File: src/rtl/mips_load_store_unit.sv
// Load/store unit between the single-cycle datapath and a word-wide
// Harvard data-memory port. It turns a CPU byte/half/word request into a
// word-aligned memory transaction, stalls the CPU until memory completes,
// extends load data, and flags misaligned accesses and memory timeouts.
module mips_load_store_unit #(
  parameter int TIMEOUT   = 200,
  parameter int TIMEOUT_W = 8
) (
  input  logic        clk,
  input  logic        reset,
  input  logic        req_valid,
  input  logic        req_write,
  input  logic [1:0]  req_size,
  input  logic        req_signed,
  input  logic [31:0] req_addr,
  input  logic [31:0] req_wdata,
  output logic        stall,
  output logic [31:0] rdata,
  output logic        rdata_valid,
  output logic        err,
  output logic [31:0] mem_address,
  output logic        mem_read,
  output logic        mem_write,
  output logic [3:0]  mem_byteenable,
  output logic [31:0] mem_writedata,
  input  logic        mem_waitrequest,
  input  logic [31:0] mem_readdata
);

  typedef enum logic [1:0] {IDLE = 2'd0, ACCESS = 2'd1, DONE = 2'd2, FAULT = 2'd3} state_t;

  // Counter value seen on the last waiting edge before the abort.
  localparam logic [TIMEOUT_W-1:0] TO_LAST =
    (TIMEOUT == 0) ? {TIMEOUT_W{1'b0}} : TIMEOUT_W'(TIMEOUT - 1);

  state_t               state_q, state_d;
  logic [TIMEOUT_W-1:0] cnt_q, cnt_d;
  logic                 write_q, write_d;
  logic [1:0]           size_q, size_d;
  logic                 signed_q, signed_d;
  logic [31:0]          addr_q, addr_d;
  logic [31:0]          wdata_q, wdata_d;
  logic [31:0]          rdata_q, rdata_d;
  logic                 misaligned_s;

  // Lane enables for the access; size 11 behaves as a word.
  function automatic logic [3:0] byte_en(input logic [1:0] a, input logic [1:0] size);
    logic [3:0] be;
    case (size)
      2'b00:   be = 4'b0001 << a;
      2'b01:   be = a[1] ? 4'b1100 : 4'b0011;
      default: be = 4'b1111;
    endcase
    return be;
  endfunction

  // Store data replicated across every lane it could land in.
  function automatic logic [31:0] lane_wdata(input logic [31:0] wd, input logic [1:0] size);
    logic [31:0] r;
    case (size)
      2'b00:   r = {4{wd[7:0]}};
      2'b01:   r = {2{wd[15:0]}};
      default: r = wd;
    endcase
    return r;
  endfunction

  // Little-endian lane extraction with sign or zero extension.
  function automatic logic [31:0] load_extract(input logic [31:0] rd, input logic [1:0] a,
                                               input logic [1:0] size, input logic sgn);
    logic [31:0] sh;
    logic [31:0] r;
    sh = rd >> {a, 3'b000};
    case (size)
      2'b00:   r = {{24{sgn & sh[7]}}, sh[7:0]};
      2'b01:   r = {{16{sgn & sh[15]}}, sh[15:0]};
      default: r = rd;
    endcase
    return r;
  endfunction

  assign misaligned_s = (req_size[1] & (req_addr[1:0] != 2'b00)) |
                        ((req_size == 2'b01) & req_addr[0]);

  // State and latched request fields; reset abandons any transaction.
  always_ff @(posedge clk or posedge reset) begin
    if (reset) begin
      state_q  <= IDLE;
      cnt_q    <= {TIMEOUT_W{1'b0}};
      write_q  <= 1'b0;
      size_q   <= 2'b00;
      signed_q <= 1'b0;
      addr_q   <= 32'h0000_0000;
      wdata_q  <= 32'h0000_0000;
      rdata_q  <= 32'h0000_0000;
    end else begin
      state_q  <= state_d;
      cnt_q    <= cnt_d;
      write_q  <= write_d;
      size_q   <= size_d;
      signed_q <= signed_d;
      addr_q   <= addr_d;
      wdata_q  <= wdata_d;
      rdata_q  <= rdata_d;
    end
  end

  // Next-state: accept requests in IDLE, wait out memory in ACCESS.
  always_comb begin
    state_d  = state_q;
    cnt_d    = cnt_q;
    write_d  = write_q;
    size_d   = size_q;
    signed_d = signed_q;
    addr_d   = addr_q;
    wdata_d  = wdata_q;
    rdata_d  = rdata_q;
    case (state_q)
      IDLE: begin
        if (req_valid) begin
          write_d  = req_write;
          size_d   = req_size;
          signed_d = req_signed;
          addr_d   = req_addr;
          wdata_d  = req_wdata;
          cnt_d    = {TIMEOUT_W{1'b0}};
          state_d  = misaligned_s ? FAULT : ACCESS;
        end else begin
          state_d = IDLE;
        end
      end
      ACCESS: begin
        if (!mem_waitrequest) begin
          if (!write_q) begin
            rdata_d = load_extract(mem_readdata, addr_q[1:0], size_q, signed_q);
          end else begin
            rdata_d = rdata_q;
          end
          state_d = DONE;
        end else begin
          cnt_d = cnt_q + {{(TIMEOUT_W-1){1'b0}}, 1'b1};
          if ((TIMEOUT != 0) && (cnt_q == TO_LAST)) begin
            state_d = FAULT;
          end else begin
            state_d = ACCESS;
          end
        end
      end
      DONE:    state_d = IDLE;
      FAULT:   state_d = IDLE;
      default: state_d = IDLE;
    endcase
  end

  // Outputs decoded from state so reset drops them immediately.
  always_comb begin
    stall          = 1'b0;
    mem_read       = 1'b0;
    mem_write      = 1'b0;
    mem_address    = 32'h0000_0000;
    mem_byteenable = 4'b0000;
    mem_writedata  = 32'h0000_0000;
    case (state_q)
      IDLE: stall = req_valid;
      ACCESS: begin
        stall          = 1'b1;
        mem_read       = !write_q;
        mem_write      = write_q;
        mem_address    = {addr_q[31:2], 2'b00};
        mem_byteenable = byte_en(addr_q[1:0], size_q);
        mem_writedata  = lane_wdata(wdata_q, size_q);
      end
      default: stall = 1'b0;
    endcase
  end

  assign rdata       = rdata_q;
  assign rdata_valid = (state_q == DONE);
  assign err         = (state_q == FAULT);

endmodule

File: config.mk
export PLATFORM = sky130hd
export DESIGN_NAME = mips_load_store_unit
export DESIGN_NICKNAME = d
export VERILOG_FILES = /design/src/rtl/mips_load_store_unit.sv
export SDC_FILE = /design/constraint.sdc
export NUM_CORES = 1
export LEC_CHECK = 0
export CAP_MARGIN = 20
export CORE_MARGIN = 2
export CORE_UTILIZATION = 40
export DETAILED_ROUTE_END_ITERATION = 12
export GPL_ROUTABILITY_DRIVEN = 0
export PLACE_DENSITY = 0.77
export SYNTH_ARGS = -nofsm -noshare
export SYNTH_HDL_FRONTEND = slang
export SYNTH_SLANG_ARGS = --single-unit
File: constraint.sdc
create_clock -name clk -period 4.7 [get_ports clk]
set_clock_uncertainty 0.15 [all_clocks]
set_input_delay 0.94 -clock clk [delete_from_list [all_inputs] [get_ports clk]]
set_output_delay 0.94 -clock clk [all_outputs]
set_load 0.02 [all_outputs]
== After elaboration in Yosys (flattened, before gate mapping) ==
Index checks and enable logic that the tools add are counted.

* Register bits: 110
* Bits in latches: 0
* RAM bits: 0
* Memory bits (read-only): 0
* Output and inout bits: 105
* Memories: 0

* $add $sub $neg: 1
* Multiply operators: 0
* Div/mod/pow operators: 0
* $lt $le $gt $ge: 0
* Eq/ne operators: 8
* Shifts and indexed selects: 2
* Muxes and demuxes: 18
* Bitwise gates (word level): 7
* Reduce and logical (&&, ||, !) cells: 9

{| class="wikitable"
|+ Operators by type and width
! kind !! count
|-
| $pmux 32 s2 || 2
|-
| $mux 32 || 2
|-
| $shr 32x5->16 || 1
|-
| $mux 8 || 2
|-
| $pmux 8 s2 || 1
|-
| $add 8x1->8 const B || 1
|-
| $eq 8x8->1 const B || 1
|-
| $mux 2 || 4
|-
| $mux 4 || 2
|-
| $pmux 4 s2 || 1
|-
| $eq 2x1->1 const B || 3
|-
| $pmux 2 s3 || 1
|-
| $reduce_and 3->1 || 2
|-
| $and 1x1->1 || 4
|-
| $eq 2x2->1 const B || 2
|-
| $logic_not 2->1 || 2
|-
| $ne 2x2->1 const B || 2
|-
| $reduce_bool 2->1 || 2
|-
| $shl 1x2->4 const A || 1
|-
| $mux 1 || 2
|-
| $not 1->1 || 2
|-
| $pmux 1 s2 || 1
|-
| $reduce_and 2->1 || 1
|-
| $reduce_or 2->1 || 1
|-
| other kinds (2) || 2
|}

== Depth between registers and ports, before layout ==
* Word-level depth: 6
* Depth in mapped cells: 7
* Gate-level depth less buffers: 4

== Worst setup path before layout ==
OpenSTA, ideal clock, no wires.

* Path kind: register to output
* Start: register size_q[1]
* End: output port mem_writedata[16]
* Arrival: 1449 ps
* Data required time: 3610 ps
* Setup slack: 2161 ps
* Stages on the path, launching flop included: 5
* Cells stage by stage: dfrtp_1 clkbuf_1 clkbuf_1 mux2i_1 nor2_1

* Word-level cells in the longest chain between the ends: 3

{| class="wikitable"
|+ RTL lines
! item !! RTL line !! text
|-
| start: declaration || 39 || <nowiki>logic [1:0] size_q, size_d;</nowiki>
|-
| start signal: assignment || 100 || <nowiki>size_q <= size_d;</nowiki>
|-
| $eq 2x1->1 / $logic_not 2->1 (equally long branches) || 60 || <nowiki>case (size)</nowiki>
|-
| $pmux 32 s2 (*) || 60 ||
|-
| $mux 32 (*) || 163 || <nowiki>case (state_q)</nowiki>
|-
| end: declaration || 25 || <nowiki>output logic [31:0] mem_writedata,</nowiki>
|}

Mark *: on every way between the ends. The rest lies on a longest branch, timed or not.

== Worst setup path in the final report ==
* Start: register size_q[0]
* End: output port mem_writedata[10]

Same word-level chain as after synthesis.

==> results by group <==
STA
  – Max-slew violation count: 0
  – Worst hold-check slack: ~0.35 ns
  – Slew HR: 0.372
  – Worst slew pin tran: between 0.9 and 1 ns
  – Final count of hold timing violations: 0
  – Final worst slack: between 0.8 and 0.9 ns
  – Post-layout min period: between 3 and 4 ns
  – Unrepaired setup endpoints after global routing: false
  – Sum Neg Setup Slack: 0 ns
  – Number of setup violations in the final report: 0
  – Fmax: 0.263 GHz
  – Fin crit share: 0.810

Final layout
  – Synth-to-layout area growth: 45.4%
  – Ant. Diodes: 0
  – Commonest non-fill, non-tap cell in the layout: clkdlybuf4s50_1
  – Final Util: 0.590
  – Fraction of layout cells with a size suffix above 1: 0.160
  – Final #Nets: 820
  – Leading cell types in the layout, fill and taps excluded: clkdlybuf4s50_1, dfrtp_1, mux2_2
  – Final instance area: a little over 8000 um2

Clock network
  – Skew-Pair Late Insertion Delay: approximately 0.35 ns
  – CTS root buf: clkbuf_16
  – H-tree levels: 3
  – PostCTS Resize Cnt: 0
  – Clock sinks: between 100 and 150
  – CTS Buf Count: 9
  – Longest Clk Path Bufs: 2
  – CTS clk-pin slew, worst paths: approximately 0.080 ns
  – CTS tree: built
  – Post-CTS Hold Fix Bufs: 0
  – Postcts setup bufs: 0

Critical path
  – Critical Path AT: 2.72 ns
  – R2r startpoint: state_q[1]
  – Worst setup EP type: output pin
  – Worst setup SP type: flip-flop
  – Reg2reg end: rdata[26]
  – Internal reg-to-reg setup slack: roughly 2.1 ns
  – CP max FO: 18
  – Worst r2r path cells: 4
  – Crit Path Class: reg -> out
  – CP Capture Point: mem_writedata[10]
  – Worst EP required: ~3.6 ns
  – Slowest library cell on the worst path: nor2_1
  – CP Cell Sequence: nor2_1 -> nand2_1 -> a21oi_1 -> clkdlybuf4s50_1
  – Worst Setup SP: size_q[0]
  – Worst path max stage delay: approximately 0.73 ns

Placed design
  – Port Buf Inserts: approximately 210
  – Cell Area, Placed: ~8000 um2
  – Hpwl dp: roughly 11 mm
  – Pre-CTS WS: 1.24 ns

Synth
  – Syn_area_per_cell: roughly 11 um2
  – Yosys cell types: 43
  – Async S/R FF share, synth: 1.00
  – Synth Warn #: 0
  – Post-synth EDFFs: 0
  – FF+latch count, synth: 110
  – Post-synth design cell area: 5590 um2
  – Synth Instances: between 500 and 600
  – Sequential-to-total area share from yosys stat: 0.493
  – Post-synth top flop: dfrtp_1

Global routing
  – Largest net degree at the start of global routing: 64
  – Initial antenna violation count: 0
  – First-pass GRT wire length: roughly 24 mm
  – GR Overflow Total: 0
  – GRT Total Usage: 0.207
  – Vias in the first global route: approximately 4800

Status
  – Status: complete, no violations

Route
  – Routed len/inst: ~17 um
  – DR vias: roughly 4700
  – DRC: 0
  – DRT antenna net count: 0
  – Routed wire length: about 15 mm
  – First-pass iteration count of the detailed router: 5
  – Via-to-Cell Ratio: roughly 5.3
  – Initial drt markers: 354

Floorplan
  – Full die area: around 15000 um2
  – Chip Height: between 100 and 150 um
  – Io pins: ~210
  – Site row count: 43
  – Die Width: approximately 120 um
  – Total core area: 13800 um2
  – Starting density of the core: 0.406

Pwr
  – Pwr dens: just under 600 nW/um2
  – Maximum VDD drop: a little over 0.0003 V
  – Pleak: 3.37 nW

Min path
  – Hold Path Class: reg -> reg

Job
  – Max Cap Violations: 0
## critical path, delay by kind of cell (launching register included)
kind	cells	cell delay, ns
AOI/OAI and AO/OA	1	0.19
DFF	1	0.68
buffers and inverters	1	0.63
and+or+nand+nor	2	0.87
## metrics by stage
stage | power, mW | instances
global route | 5.11 | 900
finish | 4.81 | 900
floorplan | 3.02 | 533
global placement | 3.93 | 883
CTS | 4.86 | 900
detailed placement | 4.00 | 884
## where the power goes
part,internal [mW],total (mW),switching (mW)
Clock,0.475,0.835,0.360
Sequential,1.34,1.70,0.360
Combinational,1.17,2.27,1.11
## per-layer routing
metal,vias up,track usage,part of all wire
met5,-,0,0
met4,0,0.0711,0.018
met3,22,0.0651,0.096
met2,210,0.339,0.48
met1,2286,0.260,0.41
li1,2215,-,-
## kinds of logic after synthesis
group / synth area share
flip-flops: 0.493
buffers and inverters: 0.0356
AND/OR/NAND/NOR: 0.176
AO/OA/AOI/OAI: 0.103
XOR/XNOR: 0.00627
adder cells (fa/ha/maj): 0.00224
multiplexers: 0.183
other: 0.000671
## state kept, by name, indices dropped and copies added, names as in the netlist
| name | cells |
|---|---|
| signed_q | 1 |
| size_q | 2 |
| addr_q | 32 |
| wdata_q | 32 |
| cnt_q | 8 |
| rdata | 32 |
| state_q | 2 |
| write_q | 1 |
## worst min path at each step
stage               startpoint  slack (ns)    endpoint  cells past startpoint
floorplan           addr_q[25]        0.32  addr_q[25]                      1
global placement      rdata[2]        0.33    rdata[2]                      1
detailed placement   rdata[27]        0.33   rdata[27]                      2
CTS                  rdata[27]        0.35   rdata[27]                      2
global route        addr_q[24]        0.36  addr_q[24]                      1
finish              addr_q[17]        0.35  addr_q[17]                      1
## Yosys cell counts (all sizes together), types with 2 or more instances
library cell | n | share of area
a21oi | 40 | 0.036
a22o | 8 | 0.013
a22oi | 14 | 0.019
and2 | 40 | 0.045
buf | 14 | 0.014
clkbuf | 28 | 0.019
dfrtp | 110 | 0.49
inv | 4 | 0.0027
mux2 | 72 | 0.15
mux2i | 19 | 0.034
nand2 | 42 | 0.028
nand2b | 2 | 0.0022
nand3 | 34 | 0.039
nand3b | 2 | 0.0027
nor2 | 46 | 0.031
nor2b | 5 | 0.0056
nor3b | 3 | 0.0069
nor4b | 3 | 0.0047
o211ai | 2 | 0.0052
o21a | 6 | 0.0081
o21ai | 18 | 0.016
or3 | 3 | 0.0034
xnor2 | 4 | 0.0063
## final cells by class
class / instances / area (um2)
Inverter: 4 / 17.5
Clock inverter: 7 / 104
Tap cell: 180 / 225
Multi-Input combinational cell: 377 / 2650
Fill cell: 1157 / 5650
Sequential cell: 110 / 2750
Timing Repair Buffer: 213 / 2150
Clock buffer: 9 / 225
(Power assumes the default switching activity.)
